--- src/rtl/adder_share_arbiter_if.sv ---
// adder_share_arbiter_if
// Bundles the requester-side bus of the shared adder arbiter.
//   req      : per-requester level request (N_REQ bits)
//   op_a     : packed operand A, requester i at [i*WIDTH +: WIDTH]
//   op_b     : packed operand B, same packing as op_a
//   ack      : one-hot, one-cycle completion pulse
//   result   : WIDTH-bit sum, valid while ack is nonzero, otherwise held
//   carry    : carry-out of the sum, same validity as result
//   busy     : high whenever the arbiter is servicing a request
//   grant_id : index of the granted requester, valid while busy
// The master modport is the requester side; the slave modport is the arbiter.
interface adder_share_arbiter_if #(
  parameter int N_REQ = 4,
  parameter int WIDTH = 8
);
  localparam int IDW = (N_REQ > 1) ? $clog2(N_REQ) : 1;

  logic [N_REQ-1:0]       req;
  logic [N_REQ*WIDTH-1:0] op_a;
  logic [N_REQ*WIDTH-1:0] op_b;
  logic [N_REQ-1:0]       ack;
  logic [WIDTH-1:0]       result;
  logic                   carry;
  logic                   busy;
  logic [IDW-1:0]         grant_id;

  modport master (
    output req, op_a, op_b,
    input  ack, result, carry, busy, grant_id
  );

  modport slave (
    input  req, op_a, op_b,
    output ack, result, carry, busy, grant_id
  );
endinterface

--- src/rtl/adder_share_arbiter.sv ---
// adder_share_arbiter
// Time-multiplexes one registered WIDTH-bit adder between N_REQ requesters
// using round-robin arbitration. One operation takes three cycles
// (IDLE -> EXEC -> DONE) and back-to-back requests run without a bubble.
// Ports:
//   clk : clock, all state updates on the rising edge
//   rst : asynchronous active-high reset
//   bus : adder_share_arbiter_if slave modport (req/op_a/op_b in,
//         ack/result/carry/busy/grant_id out)
module adder_share_arbiter #(
  parameter int N_REQ = 4,
  parameter int WIDTH = 8
) (
  input  logic                  clk,
  input  logic                  rst,
  adder_share_arbiter_if.slave  bus
);
  localparam int IDW = (N_REQ > 1) ? $clog2(N_REQ) : 1;

  typedef enum logic [1:0] {
    IDLE = 2'd0,
    EXEC = 2'd1,
    DONE = 2'd2
  } state_t;

  state_t           state_q;
  logic [IDW-1:0]   ptr_q;
  logic [IDW-1:0]   grant_q;
  logic [WIDTH-1:0] latchedA_q;
  logic [WIDTH-1:0] latchedB_q;
  logic [WIDTH-1:0] result_q;
  logic             carry_q;
  logic [N_REQ-1:0] ack_q;
  logic             busy_q;

  logic [IDW-1:0]   winner_d;
  logic [IDW-1:0]   nextPtr_d;
  logic [WIDTH:0]   sum_d;
  logic [IDW:0]     cand;
  logic             found;

  // Round-robin search: walk ptr, ptr+1, ... modulo N_REQ and take the first
  // requester that is asserting. cand carries one extra bit so the wrap
  // comparison against N_REQ works for non-power-of-two requester counts.
  always_comb begin
    winner_d = '0;
    found    = 1'b0;
    cand     = '0;
    for (int k = 0; k < N_REQ; k++) begin
      cand = {1'b0, ptr_q} + (IDW+1)'(k);
      if (cand >= (IDW+1)'(N_REQ)) begin
        cand = cand - (IDW+1)'(N_REQ);
      end
      if (!found && bus.req[cand[IDW-1:0]]) begin
        found    = 1'b1;
        winner_d = cand[IDW-1:0];
      end
    end
  end

  // The pointer moves just past the requester that was served, which is
  // what stops one requester winning twice in a row while others wait.
  always_comb begin
    nextPtr_d = '0;
    if (grant_q != IDW'(N_REQ - 1)) begin
      nextPtr_d = grant_q + IDW'(1);
    end
  end

  assign sum_d = {1'b0, latchedA_q} + {1'b0, latchedB_q};

  // Operands are captured only on the IDLE->EXEC edge, so requesters may
  // change or withdraw them afterwards without affecting the operation.
  // An asynchronous reset drops any in-flight operation without an ack.
  always_ff @(posedge clk or posedge rst) begin
    if (rst) begin
      state_q    <= IDLE;
      ptr_q      <= '0;
      grant_q    <= '0;
      latchedA_q <= '0;
      latchedB_q <= '0;
      result_q   <= '0;
      carry_q    <= 1'b0;
      ack_q      <= '0;
      busy_q     <= 1'b0;
    end else begin
      case (state_q)
        IDLE: begin
          ack_q <= '0;
          if (|bus.req) begin
            latchedA_q <= bus.op_a[int'(winner_d)*WIDTH +: WIDTH];
            latchedB_q <= bus.op_b[int'(winner_d)*WIDTH +: WIDTH];
            grant_q    <= winner_d;
            busy_q     <= 1'b1;
            state_q    <= EXEC;
          end
        end
        EXEC: begin
          {carry_q, result_q} <= sum_d;
          ack_q               <= {{(N_REQ-1){1'b0}}, 1'b1} << grant_q;
          state_q             <= DONE;
        end
        DONE: begin
          ack_q   <= '0;
          busy_q  <= 1'b0;
          ptr_q   <= nextPtr_d;
          state_q <= IDLE;
        end
        default: begin
          ack_q   <= '0;
          busy_q  <= 1'b0;
          state_q <= IDLE;
        end
      endcase
    end
  end

  assign bus.ack      = ack_q;
  assign bus.result   = result_q;
  assign bus.carry    = carry_q;
  assign bus.busy     = busy_q;
  assign bus.grant_id = grant_q;
endmodule

--- src/flat_wrapper.sv ---
// flat-port wrapper written by rule: the top's interface ports become plain ports
module adder_share_arbiter_flat 
#(
  parameter int N_REQ = 4,
  parameter int WIDTH = 8
)
  (clk, rst, bus_req, bus_op_a, bus_op_b, bus_ack, bus_result, bus_carry, bus_busy, bus_grant_id);
  adder_share_arbiter_if #(.N_REQ(N_REQ), .WIDTH(WIDTH)) bus_i ();
  input  logic clk;
  input  logic rst;
  input wire logic [$bits(bus_i.req)-1:0] bus_req;
  input wire logic [$bits(bus_i.op_a)-1:0] bus_op_a;
  input wire logic [$bits(bus_i.op_b)-1:0] bus_op_b;
  output wire logic [$bits(bus_i.ack)-1:0] bus_ack;
  output wire logic [$bits(bus_i.result)-1:0] bus_result;
  output wire logic [$bits(bus_i.carry)-1:0] bus_carry;
  output wire logic [$bits(bus_i.busy)-1:0] bus_busy;
  output wire logic [$bits(bus_i.grant_id)-1:0] bus_grant_id;
  assign bus_i.req = bus_req;
  assign bus_i.op_a = bus_op_a;
  assign bus_i.op_b = bus_op_b;
  assign bus_ack = bus_i.ack;
  assign bus_result = bus_i.result;
  assign bus_carry = bus_i.carry;
  assign bus_busy = bus_i.busy;
  assign bus_grant_id = bus_i.grant_id;
  adder_share_arbiter #(.N_REQ(N_REQ), .WIDTH(WIDTH)) u_core (.clk(clk), .rst(rst), .bus(bus_i));
endmodule
--- config.mk ---
export PLATFORM = sky130hd
export DESIGN_NAME = adder_share_arbiter_flat
export DESIGN_NICKNAME = d
export VERILOG_FILES = /design/src/rtl/adder_share_arbiter_if.sv /design/src/rtl/adder_share_arbiter.sv /design/src/flat_wrapper.sv
export SDC_FILE = /design/constraint.sdc
export NUM_CORES = 1
export LEC_CHECK = 0
export BUFFER_PORTS_ARGS = -buffer_cell sky130_fd_sc_hd__buf_2
export CAP_MARGIN = 20
export CORE_UTILIZATION = 48
export DETAILED_ROUTE_END_ITERATION = 7
export MAX_ROUTING_LAYER = met4
export PLACE_DENSITY = 0.77
export RECOVER_POWER = 25
export SLEW_MARGIN = 10
export SYNTH_ARGS = -nofsm -noshare
export SYNTH_HDL_FRONTEND = slang
export SYNTH_SLANG_ARGS = --single-unit
--- constraint.sdc ---
create_clock -name clk -period 3.94 [get_ports clk]
set_input_delay 0.591 -clock clk [delete_from_list [all_inputs] [get_ports clk]]
set_output_delay 0.591 -clock clk [all_outputs]
set_load 0.01 [all_outputs]
==> results of run 1 <==
area by class of cell:
class,count,area (sq um),area share [%]
clock buffers,8,90.1,2.90
inverters,8,30.0,0.965
multi-input cells,218,1540,49.5
flip-flops and latches,36,901,29.0
well taps,70,87.6,2.81
repair buffers,90,463,14.9
flip-flops by register name, summed over array words and instances, names as in the netlist:
name,count
u_core.latchedA_q,8
u_core.bus.result,8
u_core.latchedB_q,8
u_core.state_q,2
u_core.bus.grant_id,2
u_core.ptr_q,2
u_core.bus.carry,1
u_core.bus.ack,4
u_core.bus.busy,1
placed cells by master (no fill, tap or decap), drive strengths merged:
cell type,n
a21o,2
nor2b,1
nand2b,4
xor2,1
o21a,1
nor3,3
mux2i,2
nor3b,4
nand2,31
buf,89
clkbuf,9
o31ai,3
nand3,34
a21oi,5
dfrtp,36
a211o,33
or4b,1
ha,12
o41ai,1
nor2,8
o2bb2ai,1
and3b,1
mux2,2
fa,1
o211ai,17
or3,1
o21bai,1
xnor2,2
and2,4
a211oi,2
inv,8
o21ai,39
a2bb2oi,1
worst min path at each step:
stage	end	startpoint	slack [ns]	depth (start not counted)
global route	u_core.state_q[1]	rst	0.34	2
global placement	u_core.bus.result[1]	u_core.bus.result[1]	0.46	2
detailed placement	u_core.bus.result[6]	u_core.bus.result[6]	0.46	2
finish	u_core.bus.result[5]	rst	0.30	2
floorplan	u_core.latchedA_q[0]	u_core.latchedA_q[0]	0.46	2
CTS	u_core.bus.result[5]	rst	0.32	2
power groups by stage:
stage | Combinational, mW | Clock (mW) | Sequential, mW
finish | 1.38 | 0.267 | 0.679
global route | 1.55 | 0.285 | 0.697
CTS | 1.37 | 0.271 | 0.678
detailed placement | 1.36 | 0 | 0.684
global placement | 1.32 | 0 | 0.677
floorplan | 1.07 | 0 | 0.685
layer usage:
metal  routed length (um)  track usage [%]  share of wire (%)
met1                 2990             34.8                 48
met4                   69             5.76                1.1
met3                  297             4.02                4.7
met2                 2930             35.5                 47
met5                    0                -                  0
logic make-up (layout without fill, tap and decap cells):
logic type                 Yosys count  count (layout)  share of synthesized area (%)
xor gates and xnor gates             3               3                           1.02
AOI/OAI and AO/OA                  106             106                           32.5
adders and majority gates           13              13                           6.60
and+or+nand+nor                     92              92                           17.6
DFF                                 36              36                           35.0
buffers and inverters               30             106                           5.73
muxes                                4               4                           1.65
stage by stage:
step | instance area (sq um) | instances
after floorplan | 2580 | 284
after global placement | 3010 | 421
after detailed placement | 3010 | 421
after CTS | 3100 | 429
after global routing | 3110 | 430
final | 3110 | 430
worst register-to-register path: cells and delay by family (launching register included):
family | cells | cell delay (ns)
flip-flops | 1 | 0.48
AO/OA/AOI/OAI | 3 | 1.26
AND/OR/NAND/NOR | 2 | 0.44
==> results.md, run 1 <==
- Crit Path Class: flop to flop
- Sequential element share of the synthesized area: 35.0%
- Most numerous cell in the Yosys netlist: dfrtp_1
- Vias post-DR: 2435
- Worst-margin pin slew: 1.32 ns
- Area share of the leading cell type in the synthesized netlist: 35.0%
- Final Cycle Share: 57.5%
- # IOs: 86
- Final setup violation count: 0
- Routed WL per cell: 14.6 um
- Crit-path cells: nand2b_1 -> a21o_1 -> nand3_1 -> a211o_1 -> o211ai_2
- Cts repair resizes: 0
- Outcome: finished, final reports clean
- Tot GR Track Use: 24.2%
- Pleak: 1.50 nW
- DIE HEIGHT: 75.3 um
- Clock power frac: 11.5%
- Share of layout cells above drive strength 1: 32.8%
- Final hold viol count: 0
- Vias in the first global route: 2126
- Critical path's top delay family: compound AO/OA/AOI/OAI gates
- Net switching power: 1.05 mW
- Startpoint type of the worst setup path: flop
- Reg-to-reg startpoint: u_core.ptr_q[1]
- # Max-Cap Violations: 0
- Routed wire length: 6290 um
- Hold_ws: 0.304 ns
- Vias per cell: 5.66
- Dpl ws: 1.38 ns
- Leading register cell type out of synthesis: dfrtp_1
- Async SR Flop Fraction: 100%
- Sequential fraction of design power: 29.2%
- Global-route wire length before repair: 10100 um
- Initial core utilization: 50.1%
- Synth top cells by count: dfrtp_1, nand3_1, a211o_1, nand2_1, o21ai_1
- Setup Skew: 0.00407 ns
- DRC: 0
- Routability Congestion: 0.838
- Tot Pwr: 2.33 mW
- Core ar.: 0.00514 sq mm
- Worst min path class: primary input to async pin
- Fillers: 467
- DRT Pass-1 Iters: 4
- Yosys reg bits: 36
- Worst vdd ir: 0.482 mV
- Synth Instances: 284
- Internal power: 1.28 mW
- WP data required: 4.14 ns
- Fin util: 60.5%
- Max Clk Rate: 441 MHz
- Post-Syn Area: 0.00258 sq mm
- R2R depth: 5
- CTS Buf Count: 5
- Reg-to-reg slack, setup: 1.67 ns
- Final worst slack: 1.67 ns
- Synth area leader: dfrtp_1
- ANT cells: 0
- Root Driver: clkbuf_8
- Detailed Place HPWL: 4550 um
- Max-slew violations: 0
- Synth cell types: 41
- Antenna violations before repair: 0
- Max clock buf depth: 2
- Average cell area after synthesis: 9.08 sq um
- Reg2reg end: u_core.latchedB_q[4]
- Post-synth EDFFs: 0
- Worst path slowest cell: a21o_1
- Largest fanout on the critical path: 33
- Unrepaired setup endpoints after global routing: false
- Synth area leaders: dfrtp_1, a211o_1, o211ai_2, nand3_1, ha_1
- Iter 0 DRT Violations: 140
- Buffer count from post-CTS setup fixing: 0
- Crit. End Element: flop
- Final nets: 442
- Power density over the cells: 748 mW/mm^2
- CP Depth: 5
- FP Rows: 26
- CP bufs+invs: 0
- CTS tree: built
- Die width: 75.3 um
- Delay of the slowest critical-path stage: 0.80 ns
- WP data arrival: 2.47 ns
- Total grt overflow: 0
- Routed Antenna Nets: 0
- Worst Setup SP: u_core.ptr_q[1]
- Clock sinks: 36
- Largest net degree at the start of global routing: 51
- CP endpoint: u_core.latchedB_q[4]
- Die ar.: 0.00567 sq mm
- Port-buffer cells: 85
- Rel. slew slack: 11.8%
- Syn nets: 367
- H-tree lvl count: 2
- Sw frac: 45.2%
- Post-CTS Hold Buffers: 0
- Period minus WS final: 2.27 ns
- Reg clk slew, reported paths: 0.07 ns
- Area Overhead vs Synth: 20.7%
- Logic pwr share: 59.4%
- Worst skew pair latency: 0.28 ns
- Sum of negative setup slack: 0 ns
- Ys Warns: 0
(Power assumes the default switching activity.)
==> inputs of run 2 (changes only) <==
- clock period: 3.94 -> 2.2 ns (I/O delays scaled with it)
==> run 2 against run 1 <==
  * Global-route usage shrank 0.086 points
  * Sequential power increased by 80%
  * Highest routed layer unchanged
  * Clock power grew 80%
  * Largest power group unchanged
  * Clock skew increased by 0.0030 ns
  * Largest cell class unchanged
  * Critical path type unchanged
  * Sequential cell count stayed put
  * Routed wire length decreased by 0.19%
  * Setup slack worse by 1.5 ns
  * Total power rose by 84%
  * Fmax grew 12%
  * Clock-buffer cell count is 2 lower
  * Register-to-register slack got worse by 1.5 ns
==> results.md, run 2 (synthesis gave the netlist of run 1 again) <==
- Outcome: finished, final reports clean (unchanged)
- CTS Buf Count: 5 (unchanged)
- Logic pwr share: 60.3% (was 59.4%)
- Total grt overflow: 0 (unchanged)
- Sum of negative setup slack: 0 ns (unchanged)
- FP Rows: 26 (unchanged)
- Tot GR Track Use: 24.1% (was 24.2%)
- Dpl ws: 0.105 ns (was 1.38 ns)
- Antenna violations before repair: 0 (unchanged)
- Root Driver: clkbuf_8 (unchanged)
- Startpoint type of the worst setup path: flop (unchanged)
- Detailed Place HPWL: 4570 um (was 4550 um)
- Worst skew pair latency: 0.28 ns (about the same)
- Vias post-DR: 2407 (was 2435)
- Max Clk Rate: 494 MHz (was 441 MHz)
- Fin util: 61.6% (was 60.5%)
- DIE HEIGHT: 75.3 um (unchanged)
- Share of layout cells above drive strength 1: 34.4% (was 32.8%)
- Global-route wire length before repair: 9860 um (was 10100 um)
- Worst vdd ir: 0.655 mV (was 0.482 mV)
- Net switching power: 1.92 mW (was 1.05 mW)
- DRT Pass-1 Iters: 4 (unchanged)
- Hold_ws: 0.297 ns (was 0.304 ns)
- Routed WL per cell: 14.5 um (was 14.6 um)
- Iter 0 DRT Violations: 138 (was 140)
- Final Cycle Share: 91.9% (was 57.5%)
- Core ar.: 0.00514 sq mm (unchanged)
- Routed wire length: 6280 um (was 6290 um)
- Max-slew violations: 0 (unchanged)
- Clock power frac: 11.2% (was 11.5%)
- Metal3 WL: 344 um (was 297 um)
- Internal power: 2.36 mW (was 1.28 mW)
- Final setup violation count: 0 (unchanged)
- Worst min path class: primary input to async pin (unchanged)
- Port-buffer cells: 85 (unchanged)
- Setup Skew: 0.00708 ns (was 0.00407 ns)
- ANT cells: 0 (unchanged)
- Power density over the cells: 1350 mW/mm^2 (was 748 mW/mm^2)
- # IOs: 86 (unchanged)
- Pleak: 1.53 nW (was 1.50 nW)
- Crit Path Class: flop to flop (unchanged)
- Largest fanout on the critical path: 3 (was 33)
- Area Overhead vs Synth: 22.9% (was 20.7%)
- DRC: 0 (unchanged)
- Die ar.: 0.00567 sq mm (unchanged)
- Clock sinks: 36 (unchanged)
- Initial core utilization: 50.1% (unchanged)
- Most frequent cells in the layout: buf_2, dfrtp_1, nand3_1 (unchanged)
- Final hold viol count: 0 (unchanged)
- Top Metal Used: met4 (unchanged)
- Final worst slack: 0.177 ns (was 1.67 ns)
- Vias in the first global route: 2134 (was 2126)
- Finished Layout Cells: 433 (was 430)
- Fillers: 470 (was 467)
- Routability Congestion: 0.790 (was 0.838)
- Worst-margin pin slew: 0.881 ns (was 1.32 ns)
- # Max-Cap Violations: 0 (unchanged)
- Placed cell count: 425 (was 421)
- Crit. End Element: flop (unchanged)
- Most common cell after layout, fill and taps aside: buf_2 (unchanged)
- Final nets: 445 (was 442)
- Max clock buf depth: 2 (unchanged)
- WP data required: 2.38 ns (was 4.14 ns)
- Rel. slew slack: 41.3% (was 11.8%)
- H-tree lvl count: 2 (unchanged)
- WP data arrival: 2.20 ns (was 2.47 ns)
- Metal-1 WL: 2930 um (was 2990 um)
- Period minus WS final: 2.02 ns (was 2.27 ns)
- Post-CTS Hold Buffers: 0 (unchanged)
- Die width: 75.3 um (unchanged)
- Largest net degree at the start of global routing: 49 (was 51)
- CTS tree: built (unchanged)
- Unrepaired setup endpoints after global routing: false (unchanged)
- Routed Antenna Nets: 0 (unchanged)
- Wire length on met2: 2950 um (was 2930 um)
- Sequential fraction of design power: 28.5% (was 29.2%)
- Reg clk slew, reported paths: 0.07 ns (about the same)
- Vias per cell: 5.56 (was 5.66)
- Sw frac: 44.8% (was 45.2%)
run 2: changes by cell type in the layout (fill, tap and decap cells not counted), sizes merged:
| cell | delta |
|---|---|
| buf | +3 |
| clkbuf | -2 |
| clkinv | +2 |
run 2: final cells by class:
cell class / count / area, sq um / area share [%]
multi-input combinational: 218 / 1540 / 48.5
timing repair buffer: 93 / 520 / 16.4
tap: 70 / 87.6 / 2.76
sequential: 36 / 901 / 28.4
clock inverter: 2 / 10.0 / 0.316
inverter: 8 / 30.0 / 0.948
clock buffer: 6 / 82.6 / 2.61
run 2: repair_timing:
item                       CTS  global route
buffers inserted             0             0
gates resized for setup      0             1
setup endpoints to repair    0             2
run 2: routing by layer:
layer / vias to the layer above / track usage [%]
li1: 1211 / -
met1: 1097 / 33.1
met2: 93 / 35.9
met3: 6 / 4.95
met4: 0 / 7.00
met5: - / -
run 2: path summary, 6_finish.rpt:
check	from	endpoint	slack, ns	depth (start not counted)
setup / recovery	u_core.latchedA_q[0]	u_core.bus.carry	0.18	7
hold / removal	rst	u_core.bus.ack[1]	0.30	3
setup reg to reg	u_core.latchedA_q[0]	u_core.bus.carry	0.18	7
hold reg to reg	u_core.bus.result[5]	u_core.bus.result[5]	0.47	2
max in group asynchronous	rst	u_core.bus.result[0]	1.35	3
min in group clk	bus_op_b[31]	u_core.latchedB_q[7]	0.44	4
run 2: power groups by stage:
stage          combinational (mW)  sequential [mW]  clock, mW
6_report                     2.58             1.22      0.481
5_1_grt                      2.86             1.26      0.524
4_1_cts                      2.58             1.22      0.488
3_5_place_dp                 2.56             1.23          0
3_3_place_gp                 2.48             1.22          0
2_1_floorplan                1.92             1.23          0
run 2: stage by stage:
step | cell area [sq um] | power [mW]
after detailed placement | 3070 | 3.79
after floorplan | 2580 | 3.15
after CTS | 3170 | 4.28
final | 3170 | 4.28
after global routing | 3170 | 4.64
after global placement | 3070 | 3.70
run 2: worst max-delay path: stages (launching register included):
cell and delay [ns]:
dfrtp_1 0.41, ha_1 0.22, fa_1 0.42, a21o_1 0.21, a21oi_2 0.19, o21ai_0 0.09, and3b_1 0.20, o21a_1 0.19
